## src/rtl/dla_host_seq_pkg.sv

```systemverilog
// dla_host_pkg: shared types and constants for the DLA host sequencer.
//   cmd_op_e  - command opcodes accepted from the CPU-side wrapper
//   state_e   - sequencer FSM states
//   *_WEN_*   - idle / active patterns for the DLA write-enable groups
package dla_host_pkg;

  typedef enum logic [2:0] {
    OP_LD_WEIGHT = 3'd0,
    OP_LD_IFM0   = 3'd1,
    OP_LD_IFM1   = 3'd2,
    OP_CFG       = 3'd3,
    OP_WAIT_INT  = 3'd4,
    OP_RD_OUT    = 3'd5,
    OP_RSV6      = 3'd6,
    OP_RSV7      = 3'd7
  } cmd_op_e;

  typedef enum logic [2:0] {
    ST_IDLE     = 3'd0,
    ST_WRITE    = 3'd1,
    ST_RD_ISSUE = 3'd2,
    ST_RD_WAIT  = 3'd3,
    ST_RD_HOLD  = 3'd4,
    ST_WAIT_INT = 3'd5,
    ST_CLR_INT  = 3'd6
  } state_e;

  localparam logic [3:0] IFM_WEN_IDLE = 4'hF;  // ifm enables are active low
  localparam logic [3:0] IFM_WEN_ALL  = 4'h0;
  localparam logic [3:0] WEI_WEN_ALL  = 4'hF;  // weight enables are active high
  localparam logic [2:0] CFG_WEN_INPT = 3'b100;

  // Ops that stream payload words into the DLA and honour cmd_len.
  function automatic logic is_load(cmd_op_e op);
    return (op == OP_LD_WEIGHT) || (op == OP_LD_IFM0) || (op == OP_LD_IFM1);
  endfunction

endpackage

```

## src/rtl/dla_host_seq_if.sv

```systemverilog
// dla_host_seq_if: host-side streams of the DLA sequencer.
//   cmd_*  - command request (valid/ready), opcode, base address, word count
//   in_*   - write payload stream into the sequencer
//   out_*  - read-back stream out of the sequencer
// master = CPU-side wrapper / DMA, slave = dla_host_seq.
interface dla_host_seq_if #(
  parameter int BW    = 32,
  parameter int LEN_W = 16
);
  logic             cmd_valid;
  logic             cmd_ready;
  logic [2:0]       cmd_op;
  logic [BW-1:0]    cmd_base;
  logic [LEN_W-1:0] cmd_len;

  logic             in_valid;
  logic             in_ready;
  logic [BW-1:0]    in_data;

  logic             out_valid;
  logic             out_ready;
  logic [BW-1:0]    out_data;

  modport master (
    output cmd_valid, cmd_op, cmd_base, cmd_len, in_valid, in_data, out_ready,
    input  cmd_ready, in_ready, out_valid, out_data
  );

  modport slave (
    input  cmd_valid, cmd_op, cmd_base, cmd_len, in_valid, in_data, out_ready,
    output cmd_ready, in_ready, out_valid, out_data
  );
endinterface

```

## src/rtl/dla_host_seq_rd_lat.sv

```systemverilog
// dla_rd_lat_cnt: read-latency timer and capture register for the read path.
//   start   - read address issued this cycle; arms the counter
//   wait_en - sequencer is waiting on the DLA read data
//   r_data  - DLA read data
//   done    - last wait cycle; r_data is valid and captured at this edge
//   data    - captured read word (held until the next capture)
module dla_rd_lat_cnt #(
  parameter int BW     = 32,
  parameter int RD_LAT = 1
) (
  input  logic          clk,
  input  logic          rst,
  input  logic          start,
  input  logic          wait_en,
  input  logic [BW-1:0] r_data,
  output logic          done,
  output logic [BW-1:0] data
);
  // RD_LAT is 1..3, so a 2-bit down-counter covers it.
  logic [1:0]    cnt_q, cnt_d;
  logic [BW-1:0] data_q, data_d;

  assign done = wait_en && (cnt_q == 2'd0);
  assign data = data_q;

  always_comb begin
    cnt_d  = cnt_q;
    data_d = data_q;
    if (start)                         cnt_d = 2'(RD_LAT - 1);
    else if (wait_en && cnt_q != 2'd0) cnt_d = cnt_q - 2'd1;
    if (done)                          data_d = r_data;
  end

  always_ff @(posedge clk or posedge rst) begin
    if (rst) begin
      cnt_q  <= '0;
      data_q <= '0;
    end else begin
      cnt_q  <= cnt_d;
      data_q <= data_d;
    end
  end
endmodule

```

## src/rtl/dla_host_seq.sv

```systemverilog
// dla_host_seq: initiator-side sequencer driving the DLA memory-mapped ports.
//   clk, rst          - DLA clock, async active-high reset
//   host              - cmd / write-payload / read-back streams (slave side)
//   dla_w_addr/data   - DLA write address and data
//   dla_*_w_en        - write-enable groups (ifm active low, weight/config high)
//   dla_r_addr/data   - DLA read address and returned data
//   dla_inpt          - DLA interrupt level
//   busy, cmd_err     - status: not idle / reserved-op pulse
module dla_host_seq
  import dla_host_pkg::*;
#(
  parameter int BW     = 32,
  parameter int LEN_W  = 16,
  parameter int RD_LAT = 1
) (
  input  logic          clk,
  input  logic          rst,
  dla_host_seq_if.slave host,
  output logic [BW-1:0] dla_w_addr,
  output logic [BW-1:0] dla_w_data,
  output logic [BW-1:0] dla_r_addr,
  output logic [2:0]    dla_config_w_en,
  output logic [3:0]    dla_ifm0_w_en,
  output logic [3:0]    dla_ifm1_w_en,
  output logic [3:0]    dla_weight_w_en,
  input  logic [BW-1:0] dla_r_data,
  input  logic          dla_inpt,
  output logic          busy,
  output logic          cmd_err
);
  state_e           state_q, state_d;
  cmd_op_e          op_q, op_d, acc_op;
  logic [BW-1:0]    addr_q, addr_d;
  logic [BW-1:0]    r_addr_q, r_addr_d;
  logic [LEN_W-1:0] rem_q, rem_d;
  logic             err_q, err_d;
  logic             lat_done;
  logic             beat;

  assign acc_op = cmd_op_e'(host.cmd_op);

  assign host.cmd_ready = (state_q == ST_IDLE);
  assign host.in_ready  = (state_q == ST_WRITE);
  // Derived from state so an async reset drops it without a clock edge.
  assign host.out_valid = (state_q == ST_RD_HOLD);
  assign busy           = (state_q != ST_IDLE);
  assign cmd_err        = err_q;
  assign beat           = (state_q == ST_WRITE) && host.in_valid;

  // Read address is shown live in RD_ISSUE and held afterwards.
  assign dla_r_addr = (state_q == ST_RD_ISSUE) ? addr_q : r_addr_q;

  dla_rd_lat_cnt #(.BW(BW), .RD_LAT(RD_LAT)) u_rd_lat (
    .clk     (clk),
    .rst     (rst),
    .start   (state_q == ST_RD_ISSUE),
    .wait_en (state_q == ST_RD_WAIT),
    .r_data  (dla_r_data),
    .done    (lat_done),
    .data    (host.out_data)
  );

  always_comb begin
    state_d  = state_q;
    op_d     = op_q;
    addr_d   = addr_q;
    rem_d    = rem_q;
    r_addr_d = r_addr_q;
    err_d    = 1'b0;
    case (state_q)
      ST_IDLE: if (host.cmd_valid) begin
        op_d   = acc_op;
        addr_d = host.cmd_base;
        rem_d  = host.cmd_len;
        case (acc_op)
          OP_LD_WEIGHT, OP_LD_IFM0, OP_LD_IFM1:
            if (host.cmd_len != '0) state_d = ST_WRITE;
          OP_CFG: begin
            // Two op_config words; the address register doubles as word index.
            addr_d  = '0;
            rem_d   = LEN_W'(2);
            state_d = ST_WRITE;
          end
          OP_WAIT_INT: state_d = ST_WAIT_INT;
          OP_RD_OUT:   if (host.cmd_len != '0) state_d = ST_RD_ISSUE;
          default:     err_d = 1'b1;
        endcase
      end
      ST_WRITE: if (host.in_valid) begin
        addr_d = addr_q + BW'(1);
        rem_d  = rem_q - LEN_W'(1);
        if (rem_q == LEN_W'(1)) state_d = ST_IDLE;
      end
      ST_RD_ISSUE: begin
        r_addr_d = addr_q;
        state_d  = ST_RD_WAIT;
      end
      ST_RD_WAIT: if (lat_done) state_d = ST_RD_HOLD;
      ST_RD_HOLD: if (host.out_ready) begin
        addr_d  = addr_q + BW'(1);
        rem_d   = rem_q - LEN_W'(1);
        state_d = (rem_q == LEN_W'(1)) ? ST_IDLE : ST_RD_ISSUE;
      end
      ST_WAIT_INT: if (dla_inpt) state_d = ST_CLR_INT;
      ST_CLR_INT:  state_d = ST_IDLE;
      default:     state_d = ST_IDLE;
    endcase
  end

  // DLA write port: everything idles unless a beat or the interrupt clear.
  always_comb begin
    dla_w_addr      = '0;
    dla_w_data      = '0;
    dla_config_w_en = 3'b000;
    dla_ifm0_w_en   = IFM_WEN_IDLE;
    dla_ifm1_w_en   = IFM_WEN_IDLE;
    dla_weight_w_en = 4'h0;
    if (beat) begin
      dla_w_addr = addr_q;
      dla_w_data = host.in_data;
      case (op_q)
        OP_LD_WEIGHT: dla_weight_w_en = WEI_WEN_ALL;
        OP_LD_IFM0:   dla_ifm0_w_en   = IFM_WEN_ALL;
        OP_LD_IFM1:   dla_ifm1_w_en   = IFM_WEN_ALL;
        OP_CFG:       dla_config_w_en = addr_q[0] ? 3'b010 : 3'b001;
        default:      ;
      endcase
    end else if (state_q == ST_CLR_INT) begin
      dla_config_w_en = CFG_WEN_INPT;
    end
  end

  always_ff @(posedge clk or posedge rst) begin
    if (rst) begin
      state_q  <= ST_IDLE;
      op_q     <= OP_LD_WEIGHT;
      addr_q   <= '0;
      rem_q    <= '0;
      r_addr_q <= '0;
      err_q    <= 1'b0;
    end else begin
      state_q  <= state_d;
      op_q     <= op_d;
      addr_q   <= addr_d;
      rem_q    <= rem_d;
      r_addr_q <= r_addr_d;
      err_q    <= err_d;
    end
  end
endmodule

```

## src/flat_wrapper.sv

```systemverilog
// flat-port wrapper written by rule: the top's interface ports become plain ports
module dla_host_seq_flat import dla_host_pkg::*;
#(
  parameter int BW     = 32,
  parameter int LEN_W  = 16,
  parameter int RD_LAT = 1
)
  (clk, rst, dla_w_addr, dla_w_data, dla_r_addr, dla_config_w_en, dla_ifm0_w_en, dla_ifm1_w_en, dla_weight_w_en, dla_r_data, dla_inpt, busy, cmd_err, host_cmd_valid, host_cmd_op, host_cmd_base, host_cmd_len, host_in_valid, host_in_data, host_out_ready, host_cmd_ready, host_in_ready, host_out_valid, host_out_data);
  dla_host_seq_if #(.BW(BW), .LEN_W(LEN_W)) host_i ();
  input  logic clk;
  input  logic rst;
  output logic [BW-1:0] dla_w_addr;
  output logic [BW-1:0] dla_w_data;
  output logic [BW-1:0] dla_r_addr;
  output logic [2:0] dla_config_w_en;
  output logic [3:0] dla_ifm0_w_en;
  output logic [3:0] dla_ifm1_w_en;
  output logic [3:0] dla_weight_w_en;
  input  logic [BW-1:0] dla_r_data;
  input  logic dla_inpt;
  output logic busy;
  output logic cmd_err;
  input wire logic [$bits(host_i.cmd_valid)-1:0] host_cmd_valid;
  input wire logic [$bits(host_i.cmd_op)-1:0] host_cmd_op;
  input wire logic [$bits(host_i.cmd_base)-1:0] host_cmd_base;
  input wire logic [$bits(host_i.cmd_len)-1:0] host_cmd_len;
  input wire logic [$bits(host_i.in_valid)-1:0] host_in_valid;
  input wire logic [$bits(host_i.in_data)-1:0] host_in_data;
  input wire logic [$bits(host_i.out_ready)-1:0] host_out_ready;
  output wire logic [$bits(host_i.cmd_ready)-1:0] host_cmd_ready;
  output wire logic [$bits(host_i.in_ready)-1:0] host_in_ready;
  output wire logic [$bits(host_i.out_valid)-1:0] host_out_valid;
  output wire logic [$bits(host_i.out_data)-1:0] host_out_data;
  assign host_i.cmd_valid = host_cmd_valid;
  assign host_i.cmd_op = host_cmd_op;
  assign host_i.cmd_base = host_cmd_base;
  assign host_i.cmd_len = host_cmd_len;
  assign host_i.in_valid = host_in_valid;
  assign host_i.in_data = host_in_data;
  assign host_i.out_ready = host_out_ready;
  assign host_cmd_ready = host_i.cmd_ready;
  assign host_in_ready = host_i.in_ready;
  assign host_out_valid = host_i.out_valid;
  assign host_out_data = host_i.out_data;
  dla_host_seq #(.BW(BW), .LEN_W(LEN_W), .RD_LAT(RD_LAT)) u_core (.clk(clk), .rst(rst), .host(host_i), .dla_w_addr(dla_w_addr), .dla_w_data(dla_w_data), .dla_r_addr(dla_r_addr), .dla_config_w_en(dla_config_w_en), .dla_ifm0_w_en(dla_ifm0_w_en), .dla_ifm1_w_en(dla_ifm1_w_en), .dla_weight_w_en(dla_weight_w_en), .dla_r_data(dla_r_data), .dla_inpt(dla_inpt), .busy(busy), .cmd_err(cmd_err));
endmodule
```

## config.mk

```make
export PLATFORM = sky130hd
export DESIGN_NAME = dla_host_seq_flat
export DESIGN_NICKNAME = d
export VERILOG_FILES = /design/src/rtl/dla_host_seq_pkg.sv /design/src/rtl/dla_host_seq_if.sv /design/src/rtl/dla_host_seq_rd_lat.sv /design/src/rtl/dla_host_seq.sv /design/src/flat_wrapper.sv
export SDC_FILE = /design/constraint.sdc
export NUM_CORES = 1
export LEC_CHECK = 0
export BUFFER_PORTS_ARGS = -buffer_cell sky130_fd_sc_hd__buf_2
export CAP_MARGIN = 20
export CORE_UTILIZATION = 49
export CTS_CLUSTER_SIZE = 12
export DETAILED_ROUTE_END_ITERATION = 10
export PLACE_DENSITY = 0.81
export SETUP_SLACK_MARGIN = 0.4
export SKIP_CTS_REPAIR_TIMING = 1
export SLEW_MARGIN = 20
export SYNTH_ARGS = -nofsm -noshare
export SYNTH_HDL_FRONTEND = slang
export SYNTH_HIERARCHICAL = 1
export SYNTH_SLANG_ARGS = --single-unit
```

## constraint.sdc

```tcl
create_clock -name clk -period 3 [get_ports clk]
set_clock_uncertainty 0.1 [all_clocks]
set_input_delay 0.45 -clock clk [delete_from_list [all_inputs] [get_ports clk]]
set_output_delay 0.45 -clock clk [all_outputs]
set_load 0.1 [all_outputs]
```

==> results of run 1 <==
==> registers in the layout (all words and copies together), names as in the netlist <==
signal                 flops
u_core/u_rd_lat/cnt_q      2
u_core/cmd_err             1
u_core/op_q                3
u_core/addr_q             32
u_core/u_rd_lat/data      32
u_core/state_q             3
u_core/r_addr_q           32
u_core/rem_q              16
==> routing by layer <==
metal	routed length (µm)	global-route usage
met5	0	0
met4	548	0.1076
met3	2653	0.09701
met2	12390	0.5073
met1	8528	0.3588
==> synth_stat cells (7+ instances only) <==
cell type  count
a32oi_1       15
nand4_1        7
a31oi_1       10
and2_1        59
nor4_1        15
inv_1         21
clkbuf_1      22
nand3_1       19
a22oi_1        7
dfrtp_1      121
mux2_4        29
nor3_1        12
o21ai_0       60
buf_4          9
mux2_2        41
nor2_1        52
buf_2         10
a21oi_1       22
o311ai_0      12
buf_6          7
nand2_1       30
==> final timing paths <==
check / slack, ps / cells past startpoint / from / end
hold reg to reg: 400 / 1 / u_core/r_addr_q[4]$_DFF_PP0_ / u_core/r_addr_q[4]$_DFF_PP0_
max in group asynchronous: 2010 / 3 / rst / u_core/addr_q[0]$_DFFE_PP0P_
hold / removal: 30 / 2 / rst / u_core/cmd_err$_DFF_PP0_
setup / recovery: 350 / 6 / u_core/state_q[1]$_DFFE_PP0P_ / dla_r_addr[2]
min in group clk: 150 / 3 / host_cmd_base[22] / u_core/addr_q[22]$_DFFE_PP0P_
setup reg to reg: 420 / 7 / u_core/state_q[1]$_DFFE_PP0P_ / u_core/addr_q[26]$_DFFE_PP0P_
==> through the flow <==
step,utilization,TNS (ps)
3_3_place_gp,0.6980,0
3_5_place_dp,0.6980,0
5_1_grt,0.7976,0
6_report,0.7976,0
2_1_floorplan,-,0
4_1_cts,0.7450,-517.2
==> final cells by class <==
type / count / area, µm² / area share
Antenna cell: 1 / 2.502 / 0.0002369
Clock buffer: 19 / 452.9 / 0.04288
Clock inverter: 13 / 168.9 / 0.01599
Inverter: 23 / 97.59 / 0.009240
Multi-Input combinational cell: 462 / 3478 / 0.3293
Sequential cell: 121 / 3032 / 0.2870
Tap cell: 176 / 220.2 / 0.02085
Timing Repair Buffer: 309 / 3110 / 0.2945
==> cells by family after synthesis <==
family / count (synthesis)
compound gates: 156
xor+xnor: 1
fa+ha+maj: 4
buf+inv: 74
flops: 121
mux: 71
simple gates: 229
==> reports/metrics.yaml, run 1 <==
status: "completed"
hpwl_mm: 14.98
synth_edf_count: 0
dpl-instance-area_um2: 9244
max-slew-margin-rel: 0.5455
synth_area_leader_cell: "dfrtp_1"
mostFrequentLayoutCells: "buf_2 (164), dfrtp_1 (118), buf_12 (89), o21ai_0 (60), mux2_4 (52)"
grt_start_max_net_pins: 63
instances_no_fill: 1124
grt-ovfl-total: 0
placedCellCount: 1066
drc: 0
portBuffers: 268
grt_pass1_vias: 6216
die_area_um2: 14050
pin_count: 269
clock.fmax_mhz: 376.8
syn_area_um2: 6655
clk_pin_slew_ps: 60
async_flop_share: 1.000
via_per_inst: 6.009
cp.arrival_ps: 2100
clock-sinks: 121
nets: 1059
worstPathCellList: "clkinvlp_4, nor3_4, buf_6, clkbuf_16, mux2_4, buf_12"
setup_ws_ps: 345.8
ant_nets: 0
synth_top_family_by_area: "simple AND/OR/NAND/NOR gates"
htreeDepth: 4
core-area_um2: 13240
grt_pass1_wl_mm: 32.80
crit_family: "buffers and inverters"
insertion_delay_ps: 420
layout_commonest_cell: "buf_2"
synth_fa_ha_area_frac: 0.007520
slowest_delay_ps: 440
synthCells: 656
synth_seq_area_share: 0.4550
synth_area_leaders: "dfrtp_1 (45%), mux2_2 (6.9%), mux2_4 (6.5%), and2_1 (5.5%), o21ai_0 (4.5%)"
hold-worst-slack_ps: 32.57
synth_ff_type: "dfrtp_1"
drv_slew: 0
die_h_um: 118.5
vias: 6754
synth.yosys.warnings: 6
antenna_found_initial: 1
cts_tree: "done"
cts_buffers: 17
gp_congestion: 0.9292
fin_crit_ps: 2654
hold_viol: 0
critPathBufInv: 4
dr.first_iter.drc_count: 687
synth_seq_cells: 121
rsz0062_at_grt: "true"
drv_cap: 0
first_pass_iters: 6
die_w_um: 118.5
startpoint_type: "register"
grt_util_all_layers: 0.3008
routedWlPerCell_um: 21.46
setup-violations-final: 0
place_worst_setup_slack_ps: 413.9
cp-end-kind: "primary output"
required_ps: 2450
tightest_slew_ps: 675.5
cts.path.max_buffers: 2
fin_area_um2: 10560
row_count: 42
area_delta_synth_final_pct: 58.71
crit_fanout: 7
synth_nets: 781
cts_root_buf: "clkbuf_16"
min_path_type: "input port to async pin"
postSynthAreaPerCell_um2: 10.15
muxShareOfSynthArea: 0.1363
period_share: 0.8847
synth_compound_area_frac: 0.1521
yosys.area_share.simple: 0.1899
path_class: "register to primary output"
initial_core_util: 0.5026
yosys.area_share.xor_xnor: 0.001316
drive_gt1_frac: 0.4910
slowest_stage: "dfrtp_1"
n_fill_cell: 789
synth_cell_type_count: 59
routed_wl_mm: 24.12
synth_top_area_share: 0.4550
Power of run 1 is left out: the tool's default activity adds up to more than one toggle a clock period on the data nets, which glitch-free logic cannot reach.
==> inputs of run 2 (changes only) <==
Settings changed: BUFFER_PORTS_ARGS -buffer_cell sky130_fd_sc_hd__buf_2 to -buffer_cell sky130_fd_sc_hd__clkbuf_2.
==> reports/metrics.yaml, run 2 (same netlist as run 1, synthesis figures left out) <==
status: "completed"
layout_commonest_cell: "clkbuf_2"
nets: 1066
drc: 0
grt-ovfl-total: 0
cts_tree: "done"
grt_pass1_vias: 6636
path_class: "register to primary output"
ant_nets: 0
row_count: 42
initial_core_util: 0.5026
fin_area_um2: 10670
n_fill_cell: 728
htreeDepth: 4
routedWlPerCell_um: 21.71
fin_crit_ps: 2674
min_path_type: "input port to async pin"
diodes: 0
cts_buffers: 17
drv_slew: 0
clk_pin_slew_ps: 50
gp_congestion: 0.9127
cts_root_buf: "clkbuf_16"
r2r-end: "u_core/addr_q[21]$_DFFE_PP0P_"
tightest_slew_ps: 822.4
first_pass_iters: 5
mostFrequentLayoutCells: "clkbuf_2 (164), dfrtp_1 (118), buf_12 (95), mux2_4 (61), o21ai_0 (60)"
cts.path.max_buffers: 2
max-slew-margin-rel: 0.4506
endpoint: "dla_r_addr[19]"
ff2ff_setup_slack_ps: 530
antenna_found_initial: 0
rsz0062_at_grt: "true"
die_h_um: 118.5
crit_fanout: 6
clock.fmax_mhz: 374.0
required_ps: 2450
vias: 6835
cp-end-kind: "primary output"
pin_count: 269
grt_start_max_net_pins: 54
die_w_um: 118.5
crit_path_start: "u_core/state_q[2]$_DFFE_PP0P_"
r2r-start: "u_core/addr_q[7]$_DFFE_PP0P_"
hold_viol: 0
dpl-instance-area_um2: 9607
cp.arrival_ps: 2120
hpwl_mm: 15.55
area_delta_synth_final_pct: 60.26
via_per_inst: 6.049
drv_cap: 0
period_share: 0.8913
routed_wl_mm: 24.53
startpoint_type: "register"
grt_util_all_layers: 0.3174
multi_input_area_um2: 3480
seqCellArea_um2: 3032
core-area_um2: 13240
die_area_um2: 14050
drive_gt1_frac: 0.4937
rr_worst_depth: 5
insertion_delay_ps: 420
dr.first_iter.drc_count: 600
setup-violations-final: 0
clock-sinks: 121
grt_pass1_wl_mm: 34.31
portBuffers: 268
## run 2: changes by cell type in the layout (fill, tap and decap cells not counted), sizes merged
cell / change
and3: -1
clkinvlp: -2
inv: -2
clkbuf: +165
diode: -1
clkinv: +4
buf: -157
## run 2: cell type report
| class | count | share of cell area |
|---|---|---|
| sequential | 121 | 0.2843 |
| tap | 176 | 0.02065 |
| inverter | 23 | 0.008799 |
| clock buffer | 19 | 0.04247 |
| clock inverter | 13 | 0.01420 |
| timing repair buffer | 317 | 0.3034 |
| multi-input combinational | 461 | 0.3263 |
## run 2: worst max-delay path, stage by stage (launching register included)
cell,delay [ps]
dfrtp_2,460
buf_6,160
nor3_4,210
buf_6,190
clkbuf_16,180
mux2_4,330
buf_12,170
## run 2: worst min path at each step
stage	from	endpoint	slack [ps]	cells past startpoint
floorplan	u_core/rem_q[10]$_DFFE_PP0P_	u_core/rem_q[10]$_DFFE_PP0P_	360	2
global placement	u_core/u_rd_lat/data[24]$_DFFE_PP0P_	u_core/u_rd_lat/data[24]$_DFFE_PP0P_	390	1
detailed placement	u_core/u_rd_lat/data[25]$_DFFE_PP0P_	u_core/u_rd_lat/data[25]$_DFFE_PP0P_	390	1
CTS	rst	u_core/u_rd_lat/data[14]$_DFFE_PP0P_	30	3
global route	rst	u_core/u_rd_lat/data[14]$_DFFE_PP0P_	60	3
finish	rst	u_core/u_rd_lat/data[14]$_DFFE_PP0P_	20	3
## run 2: metal layers
layer,vias up,share of wire,GRT usage
met2,494,0.51,0.5431
li1,2968,-,-
met3,91,0.10,0.1081
met4,0,0.035,0.1424
met1,3282,0.35,0.3566
met5,-,0,0
## run 2: through the flow
stage	hold slack, ps	worst slack [ps]	setup TNS, ps	cells	utilization
6_report	23.60	326.1	0	1130	0.8054
5_1_grt	63.41	283.2	0	1130	0.8054
4_1_cts	30.30	-56.38	-1079	1105	0.7711
3_5_place_dp	392.0	385.0	0	1073	0.7254
3_3_place_gp	388.7	436.4	0	1073	0.7254
2_1_floorplan	361.7	27.62	0	656	-
Power of run 2 is left out for the same reason.
